[src/rtl/alu_addsub_stage.sv]
// Add/subtract issue stage around an external ripple adder.
// Registers operands, captures sum and NZCV, hands off via valid/ready.
module alu_addsub_stage #(
   parameter int WIDTH = 32,
   parameter int OPW   = 3
) (
   input  logic             clk,
   input  logic             rst,
   input  logic             in_valid,
   output logic             in_ready,
   input  logic [OPW-1:0]   op,
   input  logic [WIDTH-1:0] a,
   input  logic [WIDTH-1:0] b,
   output logic [WIDTH-1:0] add_a,
   output logic [WIDTH-1:0] add_b,
   output logic             add_cin,
   input  logic [WIDTH-1:0] add_sum,
   input  logic             add_cout,
   input  logic             add_z,
   input  logic             add_n,
   output logic             out_valid,
   input  logic             out_ready,
   output logic [WIDTH-1:0] result,
   output logic             flag_n,
   output logic             flag_z,
   output logic             flag_c,
   output logic             flag_v,
   output logic             op_err
);

   typedef enum logic [1:0] {
      IDLE = 2'd0,
      BUSY = 2'd1,
      HOLD = 2'd2
   } state_t;

   state_t r_state;
   state_t w_next;

   logic [WIDTH-1:0] r_add_a;
   logic [WIDTH-1:0] r_add_b;
   logic             r_add_cin;
   logic             r_cmp;
   logic             r_rsv;
   logic [WIDTH-1:0] r_result;
   logic             r_n;
   logic             r_z;
   logic             r_c;
   logic             r_v;
   logic             r_err;

   logic             w_accept;
   logic [WIDTH-1:0] w_b;
   logic             w_cin;
   logic             w_cmp;
   logic             w_rsv;
   logic             w_v;

   assign w_accept = in_valid & in_ready;

   // Overflow: like-signed operands producing a differently signed sum
   assign w_v = (r_add_a[WIDTH-1] == r_add_b[WIDTH-1]) &
                (add_sum[WIDTH-1] != r_add_a[WIDTH-1]);

   // State register
   always_ff @(posedge clk) begin
      if (rst) r_state <= IDLE;
      else     r_state <= w_next;
   end

   // Next-state logic
   always_comb begin
      w_next = r_state;
      case (r_state)
         IDLE: if (in_valid) w_next = BUSY;
         BUSY: w_next = HOLD;
         HOLD: begin
            if (out_ready) w_next = in_valid ? BUSY : IDLE;
         end
         default: w_next = IDLE;
      endcase
   end

   // Handshake outputs; in_ready follows out_ready in HOLD for back-to-back issue
   always_comb begin
      in_ready  = 1'b0;
      out_valid = 1'b0;
      case (r_state)
         IDLE: in_ready = 1'b1;
         HOLD: begin
            out_valid = 1'b1;
            in_ready  = out_ready;
         end
         default: ;
      endcase
   end

   // Opcode decode into adder B / carry-in; reserved codes run as ADD
   always_comb begin
      w_b   = b;
      w_cin = 1'b0;
      w_cmp = 1'b0;
      w_rsv = 1'b0;
      case (op)
         OPW'(0): ;
         OPW'(1): w_cin = r_c;
         OPW'(2): begin
            w_b   = ~b;
            w_cin = 1'b1;
         end
         OPW'(3): begin
            w_b   = ~b;
            w_cin = r_c;
         end
         OPW'(4): begin
            w_b   = ~b;
            w_cin = 1'b1;
            w_cmp = 1'b1;
         end
         OPW'(5): begin
            w_b   = '0;
            w_cin = 1'b1;
         end
         default: w_rsv = 1'b1;
      endcase
   end

   // Operand registers load on accept and hold until the next one
   always_ff @(posedge clk) begin
      if (rst) begin
         r_add_a   <= '0;
         r_add_b   <= '0;
         r_add_cin <= 1'b0;
         r_cmp     <= 1'b0;
         r_rsv     <= 1'b0;
      end else if (w_accept) begin
         r_add_a   <= a;
         r_add_b   <= w_b;
         r_add_cin <= w_cin;
         r_cmp     <= w_cmp;
         r_rsv     <= w_rsv;
      end
   end

   // Capture sum and flags one edge after accept; CMP keeps old result
   always_ff @(posedge clk) begin
      if (rst) begin
         r_result <= '0;
         r_n      <= 1'b0;
         r_z      <= 1'b0;
         r_c      <= 1'b0;
         r_v      <= 1'b0;
         r_err    <= 1'b0;
      end else if (r_state == BUSY) begin
         if (!r_cmp) r_result <= add_sum;
         r_n   <= add_n;
         r_z   <= add_z;
         r_c   <= add_cout;
         r_v   <= w_v;
         r_err <= r_rsv;
      end
   end

   assign add_a   = r_add_a;
   assign add_b   = r_add_b;
   assign add_cin = r_add_cin;
   assign result  = r_result;
   assign flag_n  = r_n;
   assign flag_z  = r_z;
   assign flag_c  = r_c;
   assign flag_v  = r_v;
   assign op_err  = r_err;

endmodule

[config.mk]
export PLATFORM = sky130hd
export DESIGN_NAME = alu_addsub_stage
export DESIGN_NICKNAME = d
export VERILOG_FILES = /design/src/rtl/alu_addsub_stage.sv
export SDC_FILE = /design/constraint.sdc
export NUM_CORES = 1
export LEC_CHECK = 0
export CORE_ASPECT_RATIO = 1.75
export CORE_MARGIN = 2
export CORE_UTILIZATION = 45
export CTS_BUF_LIST = sky130_fd_sc_hd__clkbuf_2 sky130_fd_sc_hd__clkbuf_4 sky130_fd_sc_hd__clkbuf_8
export CTS_CLUSTER_DIAMETER = 50
export DETAILED_ROUTE_END_ITERATION = 6
export PLACE_DENSITY = 0.88
export RECOVER_POWER = 100
export SKIP_CTS_REPAIR_TIMING = 1
export SLEW_MARGIN = 25
export SYNTH_ARGS = -nofsm -noshare
export SYNTH_HDL_FRONTEND = slang
export SYNTH_SLANG_ARGS = --single-unit
[constraint.sdc]
create_clock -name clk -period 4 [get_ports clk]
set_input_delay 0.6 -clock clk [delete_from_list [all_inputs] [get_ports clk]]
set_output_delay 0.6 -clock clk [all_outputs]
set_load 0.01 [all_outputs]
**Word-level counts from Yosys, hierarchy flattened**

Index checks and enable logic that the tools add are counted.

- Equality and inequality tests: 11
- Mux-type cells: 10
- Bitwise logic cells: 4
- Reductions and logical operators: 8

Operators by type and width:

| kind | count |
|---|---|
| 32-bit case mux with 2 select lines | 1 |
| 32-bit NOT | 1 |
| 3-bit by 2-bit equality test with 1-bit output, second input constant | 2 |
| 3-bit equality test, second input constant | 2 |
| 2-bit case mux with 3 select lines | 1 |
| 3-bit OR reduction | 2 |
| 6-bit OR reduction | 1 |
| 1-bit 2-to-1 mux | 4 |
| 2-bit 2-to-1 mux | 2 |
| 2-bit != test, second input constant | 2 |
| 1-bit case mux with 2 select lines | 2 |
| 2-bit AND reduction | 2 |
| 3-bit by 1-bit equality test with 1-bit output, second input constant | 1 |
| 3-bit logical NOT | 1 |
| 1-bit AND | 2 |
| 2-bit by 1-bit equality test with 1-bit output, second input constant | 1 |
| 2-bit equality test, second input constant | 1 |
| 2-bit logical NOT | 1 |
| 2-bit OR reduction | 1 |
| 1-bit equality test | 1 |
| 1-bit != test | 1 |
| 1-bit NOT | 1 |

- Flip-flop bits (word level): 106
- Input bits: 106
- Output and inout bits: 104
- Logic and storage cells: 45

**Logic depth before layout (Yosys ltp)**

Gate-level depths: netlist of the first run.

- Word-level depth: 3
- Mapped depth: 6
- Depth with buffers taken out: 4

**Worst setup path after synthesis of the first run**

Ideal clock, no wire load.

- Kind: input port to flip-flop
- Start: input out_ready
- End: register r_add_a[4], in the netlist add_a[4]
- Library setup time: 0.128 ns
- Data arrival time: 1.509 ns
- Required time: 3.872 ns
- Setup slack: 2.363 ns
- Cell stages on the path: 6
- Buffers on the path: 2
- Path through: inv_1 a211oi_1 buf_2 buf_4 mux2i_1 nor2_1

- Word-level cells in the longest chain between the ends: 2

Ends and longest elaborated chain:

| element | line | RTL |
|---|---|---|
| start, declared | 22 | `input logic out_ready,` |
| 1-bit case mux with 2 select lines | 88 | `case (r_state)` |
| 1-bit AND | 59 | `assign w_accept = in_valid & in_ready;` |
| end signal, assigned | 131 | `r_add_a <= '0;` |
| end signal, assigned | 137 | `r_add_a <= a;` |
| end, declared | 40 | `logic [WIDTH-1:0] r_add_a;` |

No other way between the ends.
A chain may end at the register's enable or synchronous reset.

**Worst setup path in the final report of the first run**

- Start: input out_ready
- End: register r_cmp

- Word-level cells in the longest chain between the ends: 2

Ends and longest elaborated chain:

| element | line | RTL |
|---|---|---|
| 1-bit case mux with 2 select lines | 88 |  |
| 1-bit AND | 59 |  |
| end signal, assigned | 140 | `r_cmp <= w_cmp;` |
| end, declared | 43 | `logic r_cmp;` |

No other way between the ends.

==> results_dict.tcl, run 1 <==
set metrics [dict create \
    slew_headroom -0.248 \
    antenna_found_initial 0 \
    num_vias 3957 \
    startpoint_type "input port" \
    p_leak_nw 2.72 \
    path_cells "dlygate4sd3_1 -> inv_1 -> a211oi_1 -> clkbuf_2 -> mux2i_1 -> nor2_1" \
    r2r_end "r_cmp" \
    max_freq_mhz 359 \
    clk_path_buf_depth 2 \
    tritoncts "done" \
    synth-seq-cells 106 \
    syn-cell-area_mm2 0.00431 \
    drtIter0Drc 172 \
    fin_crit_sh 0.697 \
    startpoint "out_ready" \
    worst_pin_slew_ns 1.87 \
    worstPathRequired_ns 4.16 \
    grt_pass1_vias 3981 \
    wl_met1_um 4390 \
    violations "max-capacitance violations, max-slew violations" \
    syn-num-nets 577 \
    core_region_area_mm2 0.00941 \
    timing_hold_violations_final 0 \
    rows 47 \
    place_congestion 0.768 \
    cp_slowest_cell "clkbuf_2" \
    drv_slew 87 \
    power.total_mw 2.41 \
    ys_warn_count 0 \
    numCtsBuffers 9 \
    routed-wl-met2_um 6210 \
    wl_met3_um 667 \
    clockRootBuffer "clkbuf_8" \
    min_period_ns 2.79 \
    vias_per_cell 5.02 \
    reg2reg_depth 4 \
    clkTransAtPathRegs_ns 0.09 \
    synth.distinct_cells 25 \
    die_height_um 133 \
    track_usage 0.224 \
    status "finished, violations left" \
    num_antenna_cells 0 \
    synthFlopType "dfxtp_1" \
    seqCellArea_mm2 0.00212 \
    drt_wl_total_um 11700 \
    path_class "input port to flip-flop" \
    wl_per_cell_um 14.8 \
    rsz0062_at_grt "no" \
    antenna_left 0 \
    synth_edf_count 0 \
    area_growth_pct 52.4 \
    critPathMaxFanout 68 \
    overflow 0 \
    yosysSeqAreaShare 0.493 \
    ir_drop_v 0.000346 \
    arrival_ns 2.95 \
    clkLatencyLatePin_ns 0.36 \
    end_kind "flip-flop" \
    grt_max_degree 87 \
    p_per_area_mw_per_mm2 367 \
    layout-drive-gt1-share 0.110 \
    fp.dieW_um 78.0 \
    start_util 0.458 \
    multi_input_area_mm2 0.00194 \
    finalSetupViolations 0 \
    port_buffers 209 \
    nNetsFinal 767 \
    rrSetupSlack_ns 1.71 \
    skew_ns 0.0131 \
    hp-class "flip-flop to flip-flop" \
    async_reset_ff_frac 0 \
    max-cap-violations 1 \
    dr.pass1.iters 4 \
    die-area_mm2 0.0104 \
    cts.sinks 106 \
    hold_start "result[6]" \
    syn_area_per_cell_um2 9.15 \
    r2r_start "r_state[1]" \
    tns_ns 0 \
    io_pins 210 \
    dp_hpwl_um 8700 \
    nFillCells 738 \
    netlist_instances 471 \
    highest-signal-layer "met4" \
    cp_slowest_stage_delay_ns 1.12 \
    drc 0 \
    endpoint "r_cmp" \
    h-tree-depth 3 \
    grt_pass1_wl_um 18900 \
]
-- where the power goes --
group | leakage [nW] | switching, mW | internal (mW) | total [mW]
sequential | 0.871 | 0.0356 | 1.13 | 1.16
clock | 0.113 | 0.349 | 0.375 | 0.724
combinational | 1.73 | 0.246 | 0.274 | 0.521
total | 2.72 | 0.631 | 1.78 | 2.41
-- state kept, by name, indices dropped and copies added (netlist names) --
register	flops
add_a	32
add_b	32
add_cin	1
flag_c	1
flag_n	1
flag_v	1
flag_z	1
op_err	1
r_cmp	1
r_rsv	1
r_state	2
result	32
-- placed cells by master, fill, tap and decap left out, drive strengths merged --
master / instances
clkinv: 2
or2b: 1
nor2b: 3
bufinv: 2
clkbuf: 14
a211oi: 33
nand3: 1
xor2: 1
a311oi: 1
o21bai: 1
o21ai: 32
nor3b: 1
o311ai: 1
inv: 3
or3b: 1
nor2: 68
mux2i: 34
clkdlybuf4s50: 103
buf: 3
dlygate4sd3: 105
a21oi: 39
dfxtp: 106
nand2: 105
clkinvlp: 1
nand2b: 3
nand3b: 2
-- cell families (layout without fill, tap and decap cells) --
kind of cell	count (synthesis)	count (layout)	synth area share
AO/OA/AOI/OAI	107	107	0.208
XOR/XNOR	1	1	0.00203
buffers and inverters	38	233	0.0479
flip-flops	106	106	0.493
multiplexers	34	34	0.0790
AND/OR/NAND/NOR	185	185	0.171
-- per-stage QoR --
| step | cells | utilization | instance area (µm²) | hold slack, ns | setup WS, ns |
|---|---|---|---|---|---|
| after floorplan | 471 | - | 4310 | 0.432 | 2.36 |
| after global placement | 772 | 0.683 | 6420 | 0.441 | 1.39 |
| after detailed placement | 772 | 0.683 | 6430 | 0.446 | 1.30 |
| after CTS | 788 | 0.707 | 6650 | 0.457 | 1.54 |
| after global routing | 788 | 0.698 | 6560 | 0.476 | 0.988 |
| final | 788 | 0.698 | 6560 | 0.454 | 1.21 |
-- final cells by class --
type	instances	share of cell area
Clock buffer	11	0.0221
Timing Repair Buffer	214	0.323
Clock inverter	5	0.0118
Multi-Input combinational cell	327	0.295
Inverter	3	0.00172
Sequential cell	106	0.323
Tap cell	122	0.0233
-- how the worst min path moves through the flow --
stage / to / slack (ns) / cells past startpoint
floorplan: op_err / 0.43 / 2
global placement: result[0] / 0.44 / 2
detailed placement: result[25] / 0.45 / 2
CTS: result[25] / 0.46 / 2
global route: result[5] / 0.48 / 2
finish: result[6] / 0.45 / 2
-- critical path: cells and delay by family --
family,cells,cell delay (ns)
and+or+nand+nor,1,0.07
AOI/OAI and AO/OA,1,0.30
buffers and inverters,3,1.70
muxes,1,0.28
-- routing by layer --
| layer | vias to the layer above | track usage |
|---|---|---|
| met5 | - | 0 |
| met4 | 0 | 0.105 |
| met2 | 138 | 0.393 |
| met3 | 28 | 0.0528 |
| li1 | 1961 | - |
| met1 | 1830 | 0.254 |
-- synth_stat cells (2+ instances only) --
cell type | instances | area [µm²]
o21ai_2 | 30 | 263
nor2_1 | 68 | 255
a21oi_1 | 39 | 195
o21ai_0 | 2 | 10.0
a211oi_2 | 30 | 375
nand2_1 | 105 | 394
nand3b_1 | 2 | 15.0
buf_8 | 3 | 45.0
nor2b_1 | 3 | 18.8
buf_4 | 3 | 22.5
a211oi_1 | 3 | 22.5
clkbuf_1 | 14 | 52.6
inv_1 | 3 | 11.3
dfxtp_1 | 106 | 2120
buf_2 | 15 | 75.1
nand2b_1 | 3 | 18.8
mux2i_1 | 34 | 340
Power figures use the tool's default switching activity.
==> run 2: changes to the inputs <==
--- a/config.mk
+++ b/config.mk
@@ -7,11 +7,11 @@
 export LEC_CHECK = 0
 export CORE_ASPECT_RATIO = 1.75
 export CORE_MARGIN = 2
-export CORE_UTILIZATION = 45
+export CORE_UTILIZATION = 42
 export CTS_BUF_LIST = sky130_fd_sc_hd__clkbuf_2 sky130_fd_sc_hd__clkbuf_4 sky130_fd_sc_hd__clkbuf_8
 export CTS_CLUSTER_DIAMETER = 50
 export DETAILED_ROUTE_END_ITERATION = 6
-export PLACE_DENSITY = 0.88
+export PLACE_DENSITY = 0.83
 export RECOVER_POWER = 100
 export SKIP_CTS_REPAIR_TIMING = 1
 export SLEW_MARGIN = 25
==> constraint.sdc (replaced) <==
create_clock -name clk -period 2.6 [get_ports clk]
set_input_delay 0.39 -clock clk [delete_from_list [all_inputs] [get_ports clk]]
set_output_delay 0.39 -clock clk [all_outputs]
set_load 0.01 [all_outputs]
==> run 2 against run 1 <==
  * The flow now finishes without violations
  * Count of clock-buffer cells in the layout unchanged
  * Worst setup slack got worse by 0.76 ns
  * Via count about the same
  * Largest power group unchanged
  * Non-clock buffer count increased by 7
  * Register-to-register slack got worse by 1.0 ns
  * Wire length increased by 7.1%
  * Sequential power increased by 54%
  * Worst hold slack improved by 0.0024 ns
  * Combinational power increased by 60%
  * Cell count increased by 1.1%
  * Clock skew about the same
==> results_dict.tcl, run 2 (synthesized netlist as in run 1, its figures left out) <==
set metrics [dict create \
    met2_usage 0.414 \
    arrival_ns 2.43 \
    tritoncts "done" \
    cts.sinks 106 \
    final_common_cell "dfxtp_1" \
    grt_use_met1 0.237 \
    fin_crit_sh 0.827 \
    layout-drive-gt1-share 0.119 \
    clkTransAtPathRegs_ns 0.10 \
    core_region_area_mm2 0.00991 \
    io_pins 210 \
    grt_max_degree 50 \
    pwr-share-seq 0.478 \
    place_congestion 0.834 \
    dp_hpwl_um 9440 \
    track_usage 0.229 \
    vias_per_cell 4.97 \
    cp_slowest_cell "a211oi_2" \
    met3_usage 0.0749 \
    status "finished, final reports clean" \
    skew_ns 0.0129 \
    postLayoutCoreUtil 0.675 \
    sw_frac_of_total 0.265 \
    min_period_ns 2.15 \
    drv_slew 0 \
    cp_slowest_stage_delay_ns 0.83 \
    rows 48 \
    grt_pass1_vias 3956 \
    wl_per_cell_um 15.7 \
    final_cell_mix "dfxtp_1, nand2_1, clkdlybuf4s50_1, dlygate4sd3_1, nor2_1" \
    drtIter0Drc 168 \
    internal_power_mw 2.75 \
    finalSetupViolations 0 \
    antenna_found_initial 0 \
    overflow 0 \
    path_buf_inv 3 \
    crit_family "compound AO/OA/AOI/OAI gates" \
    critPathMaxFanout 9 \
    clock_power_share 0.300 \
    worstPathRequired_ns 2.88 \
    switchingPower_uw 993 \
    rsz0062_at_grt "no" \
    clk_path_buf_depth 2 \
    h-tree-depth 3 \
    path_class "input port to flip-flop" \
    dr.pass1.iters 4 \
    clkLatencyLatePin_ns 0.37 \
    busiest_layer "met2" \
    start_util 0.435 \
    p_leak_nw 2.77 \
    nNetsFinal 774 \
    area_growth_pct 55.2 \
    num_antenna_cells 0 \
    die-area_mm2 0.0111 \
    slew_headroom 0.352 \
    antenna_left 0 \
    max_freq_mhz 465 \
    die_height_um 138 \
    drc 0 \
    clockRootBuffer "clkbuf_8" \
    num_vias 3959 \
    port_buffers 209 \
    grt_pass1_wl_um 19400 \
    p_comb_frac 0.223 \
    end_kind "flip-flop" \
    path_cells "clkdlybuf4s50_1 -> inv_1 -> a211oi_2 -> clkbuf_1 -> nor2_1 -> a211oi_1" \
    drt_wl_total_um 12500 \
    fp.dieW_um 80.6 \
    ir_drop_v 0.000478 \
    max-cap-violations 0 \
    numCtsBuffers 9 \
    tns_ns 0 \
    startpoint_type "input port" \
    p_per_area_mw_per_mm2 560 \
    worst_pin_slew_ns 0.971 \
    hp-class "flip-flop to flip-flop" \
    timing_hold_violations_final 0 \
]
-- run 2: metrics by stage --
step	cells	setup WS, ns	power (mW)	cell area (µm²)	hold WS [ns]
2_1_floorplan	471	1.17	2.24	4310	0.432
3_3_place_gp	782	0.410	2.70	6540	0.441
3_5_place_dp	782	0.348	2.73	6540	0.447
4_1_cts	797	0.572	3.85	6760	0.461
5_1_grt	797	0.351	3.92	6690	0.480
6_report	797	0.450	3.74	6690	0.457
-- run 2: path summary, 6_finish.rpt --
path	startpoint	to	slack (ns)	cells past startpoint
setup / recovery	out_ready	add_b[1]	0.45	6
hold / removal	result[31]	result[31]	0.46	2
setup reg to reg	r_state[1]	add_b[1]	0.66	4
hold reg to reg	result[31]	result[31]	0.46	2
-- run 2: layer usage --
| metal | routed length [µm] | part of all wire |
|---|---|---|
| met5 | 0 | 0 |
| met4 | 327 | 0.026 |
| met3 | 859 | 0.069 |
| met2 | 6670 | 0.53 |
| met1 | 4650 | 0.37 |
-- run 2: power groups by stage --
| stage | Sequential, mW | Clock, mW | Combinational (mW) |
|---|---|---|---|
| finish | 1.79 | 1.12 | 0.834 |
| detailed placement | 1.83 | 0 | 0.895 |
| global placement | 1.83 | 0 | 0.870 |
| floorplan | 1.88 | 0 | 0.369 |
| global route | 1.80 | 1.22 | 0.901 |
| CTS | 1.80 | 1.15 | 0.900 |
-- run 2: layout make-up --
type | instances | area, µm²
clock buffer | 11 | 145
clock inverter | 4 | 76.3
fill | 799 | 3220
inverter | 3 | 11.3
multi-input combinational | 327 | 1940
sequential | 106 | 2120
tap | 125 | 156
timing repair buffer | 221 | 2230
-- run 2: worst register-to-register path: stages, from the launching register on --
cell and delay, ns:
dfxtp_1 0.36, a211oi_2 0.81, clkbuf_1 0.38, nor2_1 0.07
a211oi_1 0.24
